==> src/rtl/dbgregfile.sv <==
// Debug-write responder with a shadow/active configuration register file committed at vsync.
// Optional write lock at address 0xFD is enabled by defining DBGREGFILE_WRLOCK_EN.
module dbgregfile #(
    parameter int unsigned NREG = 16
) (
    input  logic              clk,
    input  logic              rstn,
    input  logic [7:0]        dbgaddr,
    input  logic [7:0]        dbgwdata,
    input  logic              dbgreq,
    output logic              dbgack,
    input  logic              vsync,
    output logic [8*NREG-1:0] cfg,
    output logic              pending,
    output logic              cfgupd,
    output logic [7:0]        errcnt
);

    localparam int unsigned IdxW  = (NREG > 1) ? $clog2(NREG) : 1;
    localparam logic [7:0]  NregB = 8'(NREG);

    typedef enum logic [1:0] {StIdle, StExec, StAck, StHold} state_e;

    state_e                  state_q, state_d;
    logic [7:0]              addr_q, wdata_q;
    logic                    latch_en, exec;
    logic [NREG-1:0][7:0]    shadow_q, shadow_d;
    logic [NREG-1:0][7:0]    active_q, active_d;
    logic                    pending_q, pending_d;
    logic                    cfgupd_q, cfgupd_d;
    logic [7:0]              errcnt_q, errcnt_d;
    logic [IdxW-1:0]         idx;
    logic                    wr_ok, is_reg, is_commit, is_abort, is_lock;
    logic                    do_reg, do_commit, do_abort, do_err, commit_now;

    // Handshake FSM
    always_ff @(posedge clk or negedge rstn) begin
        if (!rstn) begin
            state_q <= StIdle;
            addr_q  <= 8'h00;
            wdata_q <= 8'h00;
        end else begin
            state_q <= state_d;
            if (latch_en) begin
                addr_q  <= dbgaddr;
                wdata_q <= dbgwdata;
            end
        end
    end

    always_comb begin
        state_d  = state_q;
        latch_en = 1'b0;
        exec     = 1'b0;
        unique case (state_q)
            StIdle: begin
                if (dbgreq) begin
                    latch_en = 1'b1;
                    state_d  = StExec;
                end
            end
            StExec: begin
                exec    = 1'b1;
                state_d = StAck;
            end
            StAck:  state_d = StHold;
            // dbgreq is still high just after the ack; wait for it to drop
            StHold: begin
                if (!dbgreq) state_d = StIdle;
            end
            default: state_d = StIdle;
        endcase
    end

    assign dbgack = (state_q == StAck);

`ifdef DBGREGFILE_WRLOCK_EN
    logic locked_q, locked_d;

    always_ff @(posedge clk or negedge rstn) begin
        if (!rstn) locked_q <= 1'b1;
        else       locked_q <= locked_d;
    end

    always_comb begin
        locked_d = locked_q;
        if (exec && is_lock) locked_d = (wdata_q != 8'hA5);
    end

    assign is_lock = (addr_q == 8'hFD);
    assign wr_ok   = !locked_q;
`else
    assign is_lock = 1'b0;
    assign wr_ok   = 1'b1;
`endif

    // Address decode of the latched request
    assign idx        = addr_q[IdxW-1:0];
    assign is_reg     = (addr_q < NregB);
    assign is_commit  = (addr_q == 8'hFE);
    assign is_abort   = (addr_q == 8'hFF);
    assign do_reg     = exec && wr_ok && is_reg;
    assign do_commit  = exec && wr_ok && is_commit;
    assign do_abort   = exec && wr_ok && is_abort;
    assign do_err     = exec && !(do_reg || do_commit || do_abort || is_lock);
    assign commit_now = vsync && pending_q;

    always_comb begin
        shadow_d  = shadow_q;
        active_d  = active_q;
        pending_d = pending_q;
        errcnt_d  = errcnt_q;
        cfgupd_d  = commit_now;
        if (commit_now) begin
            active_d  = shadow_q;
            pending_d = 1'b0;
        end
        if (do_reg) shadow_d[idx] = wdata_q;
        if (do_abort) begin
            pending_d = 1'b0;
            // A coinciding commit already made active equal shadow; keep shadow as is
            if (!commit_now) shadow_d = active_q;
        end
        // A fresh commit request outranks the clear from a coinciding vsync
        if (do_commit) pending_d = 1'b1;
        if (do_err && (errcnt_q != 8'hFF)) errcnt_d = errcnt_q + 8'h01;
    end

    always_ff @(posedge clk or negedge rstn) begin
        if (!rstn) begin
            shadow_q  <= '0;
            active_q  <= '0;
            pending_q <= 1'b0;
            cfgupd_q  <= 1'b0;
            errcnt_q  <= 8'h00;
        end else begin
            shadow_q  <= shadow_d;
            active_q  <= active_d;
            pending_q <= pending_d;
            cfgupd_q  <= cfgupd_d;
            errcnt_q  <= errcnt_d;
        end
    end

    assign cfg     = active_q;
    assign pending = pending_q;
    assign cfgupd  = cfgupd_q;
    assign errcnt  = errcnt_q;

endmodule

==> config.mk <==
export PLATFORM = sky130hd
export DESIGN_NAME = dbgregfile
export DESIGN_NICKNAME = d
export VERILOG_FILES = /design/src/rtl/dbgregfile.sv
export SDC_FILE = /design/constraint.sdc
export NUM_CORES = 1
export LEC_CHECK = 0
export ABC_AREA = 1
export BUFFER_PORTS_ARGS = -buffer_cell sky130_fd_sc_hd__buf_2
export CAP_MARGIN = 40
export CORE_ASPECT_RATIO = 0.5
export CORE_MARGIN = 2
export CORE_UTILIZATION = 30
export CTS_CLUSTER_DIAMETER = 30
export DETAILED_ROUTE_END_ITERATION = 10
export PLACE_DENSITY = 0.58
export SYNTH_ARGS = -nofsm -noshare
export SYNTH_HDL_FRONTEND = slang
export SYNTH_SLANG_ARGS = --single-unit
==> constraint.sdc <==
create_clock -name clk -period 2.1 [get_ports clk]
set_clock_uncertainty 0.1 [all_clocks]
set_input_delay 0.21 -clock clk [delete_from_list [all_inputs] [get_ports clk]]
set_output_delay 0.21 -clock clk [all_outputs]
set_load 0.01 [all_outputs]
# == Word level (Yosys, flattened, before mapping) ==
# Index checks and enable logic that the tools add are counted.
# Widths: inputs -> output; s select.
# word_totals
ram_bits,0
register_bits,284
rom_bits,0
memories,0
latch_bits,0
# op_classes
eq_ne,8
bitwise,0
reduce_logical,13
mux,15
div,0
order_cmp,3
multipliers,0
add_sub_neg,1
shifts,0
# op_table
op,count
$mux 128,3
$bwmux 128,1
$demux 8 s4,1
$eq 8x8->1 const B,2
$add 8x1->8 const B,1
$lt 8x5->1 const B,1
$mux 8,1
$ne 8x8->1 const B,1
$pmux 2 s4,1
$logic_and 1x1->1,7
$mux 1,6
$lt 4x5->1 const B,1
$eq 2x2->1 const B,2
$ge 4x1->1 const B,1
$mux 2,2
$ne 2x2->1 const B,2
$reduce_bool 3->1,1
$eq 2x1->1 const B,1
$logic_not 2->1,1
$logic_or 1x1->1,2
$reduce_and 2->1,1
$logic_not 1->1,1

# == Longest topological paths before layout ==
# logic_depth
ltp_word,8
mapped_depth,11
mapped_depth_nobuf,9

# == Worst setup path after synthesis ==
# OpenSTA, ideal clock, no wires.
# synth_timing
kind,reg-to-reg
from,register state_q[1]
to,register shadow_q[100] (netlist name)
setup_slack_ns,0.276
required_time_ns,1.882
synth_period_minus_slack_ns,1.824
setup_ns,0.118
arrival_time_ns,1.606
path_stages_with_launch,12
cell_sequence,dfrtp_1 inv_1 ha_1 nand3_1 nor2_1 nand2_1 nor2_2 inv_2 buf_2 buf_2 nand3_1 nand2_1
# synth_rtl
element,line,source
"start, declared",24,"state_e state_q, state_d;"
"start signal, assigned",39,state_q <= StIdle;
"start signal, assigned",43,state_q <= state_d;
"end signal, assigned",137,shadow_q <= shadow_d;
"end, declared",27,"logic [NREG-1:0][7:0] shadow_q, shadow_d;"

==> reports/qor.yml <==
flow_run:
  drv_cap: 0
critical_path:
  endpoint_kind: "flip-flop"
  r2r_cells: 11
  critical_path_class: "reg -> reg"
  required_ns: 2.43
  start_kind: "flip-flop"
  crit_fanout: 40
  cp.arrival_ns: 2.29
synthesis:
  async_flop_share_pct: 100.0
  netlist_instances: 1572
  post_synth_mux_area_share_pct: 0.4381
  netlist_top_cells_area: "dfrtp_1 55%, nand2_1 17%, nand3_1 5.8%"
  synth_edf_count: 0
  ys_seq_elements: 284
  synth_top_area_share_pct: 55.30
  ys_warn_count: 0
  synth_xor_xnor_area_share_pct: 0.2045
  synth_simple_gate_area_share_pct: 29.51
  synthTopCellsByCount: "566 x nand2_1, 284 x dfrtp_1, 150 x nand3_1"
  synth-compound-area-share_pct: 5.686
  synth-seq-area-share_pct: 55.30
  synth_top_family_by_area: "simple AND/OR/NAND/NOR gates"
  syn_nets: 1598
  synth_top_cell_by_area: "dfrtp_1"
  synth.avg_cell_area_um2: 8.175
  synth_cell_types: 22
  syn_area_um2: 12850
  yosysMostFrequentCell: "nand2_1"
  synthAdderAreaFrac_pct: 0.5842
  yosys_most_used_dff: "dfrtp_1"
floorplanning:
  die_h_um: 150.4
  initial_core_util_pct: 30.52
  num_rows: 53
  ioPinCount: 159
  design.core.area_um2: 42110
  die_area_um2: 44610
  die_x_um: 296.7
timing:
  setup_viol: 0
  fmax_mhz: 510.5
  slew_viol_final: 0
  tightest_slew_ns: 0.5444
  rsz0062_at_grt: "true"
  hold_viol: 0
  finalCritPeriodShare_pct: 93.27
  fin_crit_ns: 1.959
  slew_headroom_pct: 63.48
global_route:
  grt_pass1_wl_um: 60400
  grt_usage_pct: 16.86
  grt_max_degree: 109
  antenna_found_initial: 0
  grt_pass1_vias: 10970
  gr-total-overflow: 0
cts:
  clock-sinks: 284
  cts-root-buf: "clkbuf_16"
  cts.path.max_buffers: 3
  cts_made_buffers: 55
  cts_max_level: 2
  clk_pin_slew_ns: 0.05
  clk_latency_ns: 0.57
  tritoncts: "yes"
layout:
  diodes: 0
  final_layout_size_suffix_gt1_share_pct: 19.12
  fin_cells: 2387
  layout.nets: 1792
  syn2layout_area_growth_pct: 32.40
power_and_ir_drop:
  p_total_mw: 21.34
  cellPowerDensity_nw_per_um2: 1254
  p_leak_nw: 8.979
  ir_drop_v: 0.0007321
placement:
  hpwl_um: 23900
  port_buffers: 158
  globalplace.congestion: 0.7712
  placed_cells: 2261
routing:
  routed_via_density: 4.729
  wl_per_cell_um: 15.89
  vias: 11290
  drt_pass1_iterations: 5
  ant_nets: 0
  routed_wl_um: 37920
  first_iter_violations: 765
  drc: 0
min_path:
  hold_class: "in -> async"
outcome:
  status: "finished clean"
[worst paths after layout]
check                                         end                    from  slack [ns]
max in group asynchronous  shadow_q[66]$_DFF_PN0_                    rstn        1.06
hold / removal               cfg[121]$_DFFE_PN0P_                    rstn        0.07
hold reg to reg            shadow_q[91]$_DFF_PN0_     cfg[91]$_DFFE_PN0P_        0.39
setup reg to reg           shadow_q[28]$_DFF_PN0_  state_q[1]$_DFFE_PN0P_        0.14
min in group clk            addr_q[5]$_DFFE_PN0P_              dbgaddr[5]        0.34
setup / recovery           shadow_q[28]$_DFF_PN0_  state_q[1]$_DFFE_PN0P_        0.14
[stage by stage]
step / cell area [um2] / hold slack (ns) / util [%] / setup TNS [ns] / setup WS (ns)
after global placement: 14520 / 0.05427 / 34.49 / 0 / 0.1113
after CTS: 16870 / 0.05500 / 40.07 / 0 / 0.08858
after global routing: 17020 / 0.09649 / 40.41 / -0.1652 / -0.02576
final: 17020 / 0.06833 / 40.41 / 0 / 0.1413
after detailed placement: 14660 / 0.04911 / 34.82 / 0 / 0.1041
after floorplan: 12850 / -0.1856 / - / 0 / 0.2764
[layout by cell type, fill, tap and decap left out, types with 2 or more instances in the layout]
cell,instances
a21oi_1,15
buf_4,30
inv_1,148
mux2_2,5
xor2_1,3
nand2_1,564
clkinv_4,4
clkbuf_8,6
nor2_4,2
buf_2,157
nor2_2,8
clkinvlp_4,9
o21ai_0,131
buf_12,18
nand3_2,10
ha_1,6
clkbuf_16,55
dlygate4sd3_1,19
bufinv_16,12
nand3_1,144
dfrtp_1,284
buf_8,4
inv_6,6
buf_16,6
clkinv_2,7
nand3_4,2
clkinv_1,11
nor3_1,2
nand4_1,114
nor2_1,21
clkbuf_1,2
[repair_timing]
item                                    CTS  global route
hold endpoints to repair                304             0
endpoints found under the setup margin    0           133
setup buffers                             0             7
hold buffers                             19             0
resized for setup                         0            20
[worst max-delay path, cell delays in order (launching register included)]
cell and delay [ns]:
dfrtp_1 0.39, inv_1 0.08, ha_1 0.16, nand3_1 0.09, nor2_2 0.16, nand2_2 0.09
nor2_4 0.17, buf_12 0.14, clkinv_8 0.07, buf_16 0.19, nand3_1 0.11, nand2_1 0.06
[power by group]
part / switching [mW] / internal (mW) / leakage, nW
Combinational: 3.29 / 1.60 / 4.16
Sequential: 0.435 / 6.52 / 3.86
Clock: 3.01 / 6.48 / 0.965
Total: 6.74 / 14.6 / 8.98
[state kept, by name (all words and copies together), names as in the netlist]
signal	cells
addr_q	8
cfg	128
cfgupd	1
errcnt	8
pending	1
shadow_q	128
state_q	2
wdata_q	8
[layer usage]
metal / vias up / wire [um] / global-route usage (%)
li1: 5493 / - / -
met1: 5431 / 16410 / 21.39
met2: 281 / 18310 / 28.28
met3: 82 / 1756 / 3.030
met4: 0 / 1442 / 7.792
met5: - / 0 / 0
[cell type report]
class | count | area [um2]
fill | 4184 | 25090
sequential | 284 | 7107
multi-input combinational | 1029 | 4753
timing repair buffer | 236 | 1803
clock buffer | 63 | 1466
tap | 577 | 721.9
inverter | 160 | 613.1
clock inverter | 38 | 550.5
[cells by family (layout without fill, tap and decap cells)]
kind of cell	count (synthesis)	in the layout
flops	284	284
buf+inv	259	497
simple gates	869	869
compound gates	146	146
xor+xnor	3	3
fa+ha+maj	6	6
mux	5	5
Note: power is estimated with default switching activity, not from simulation.
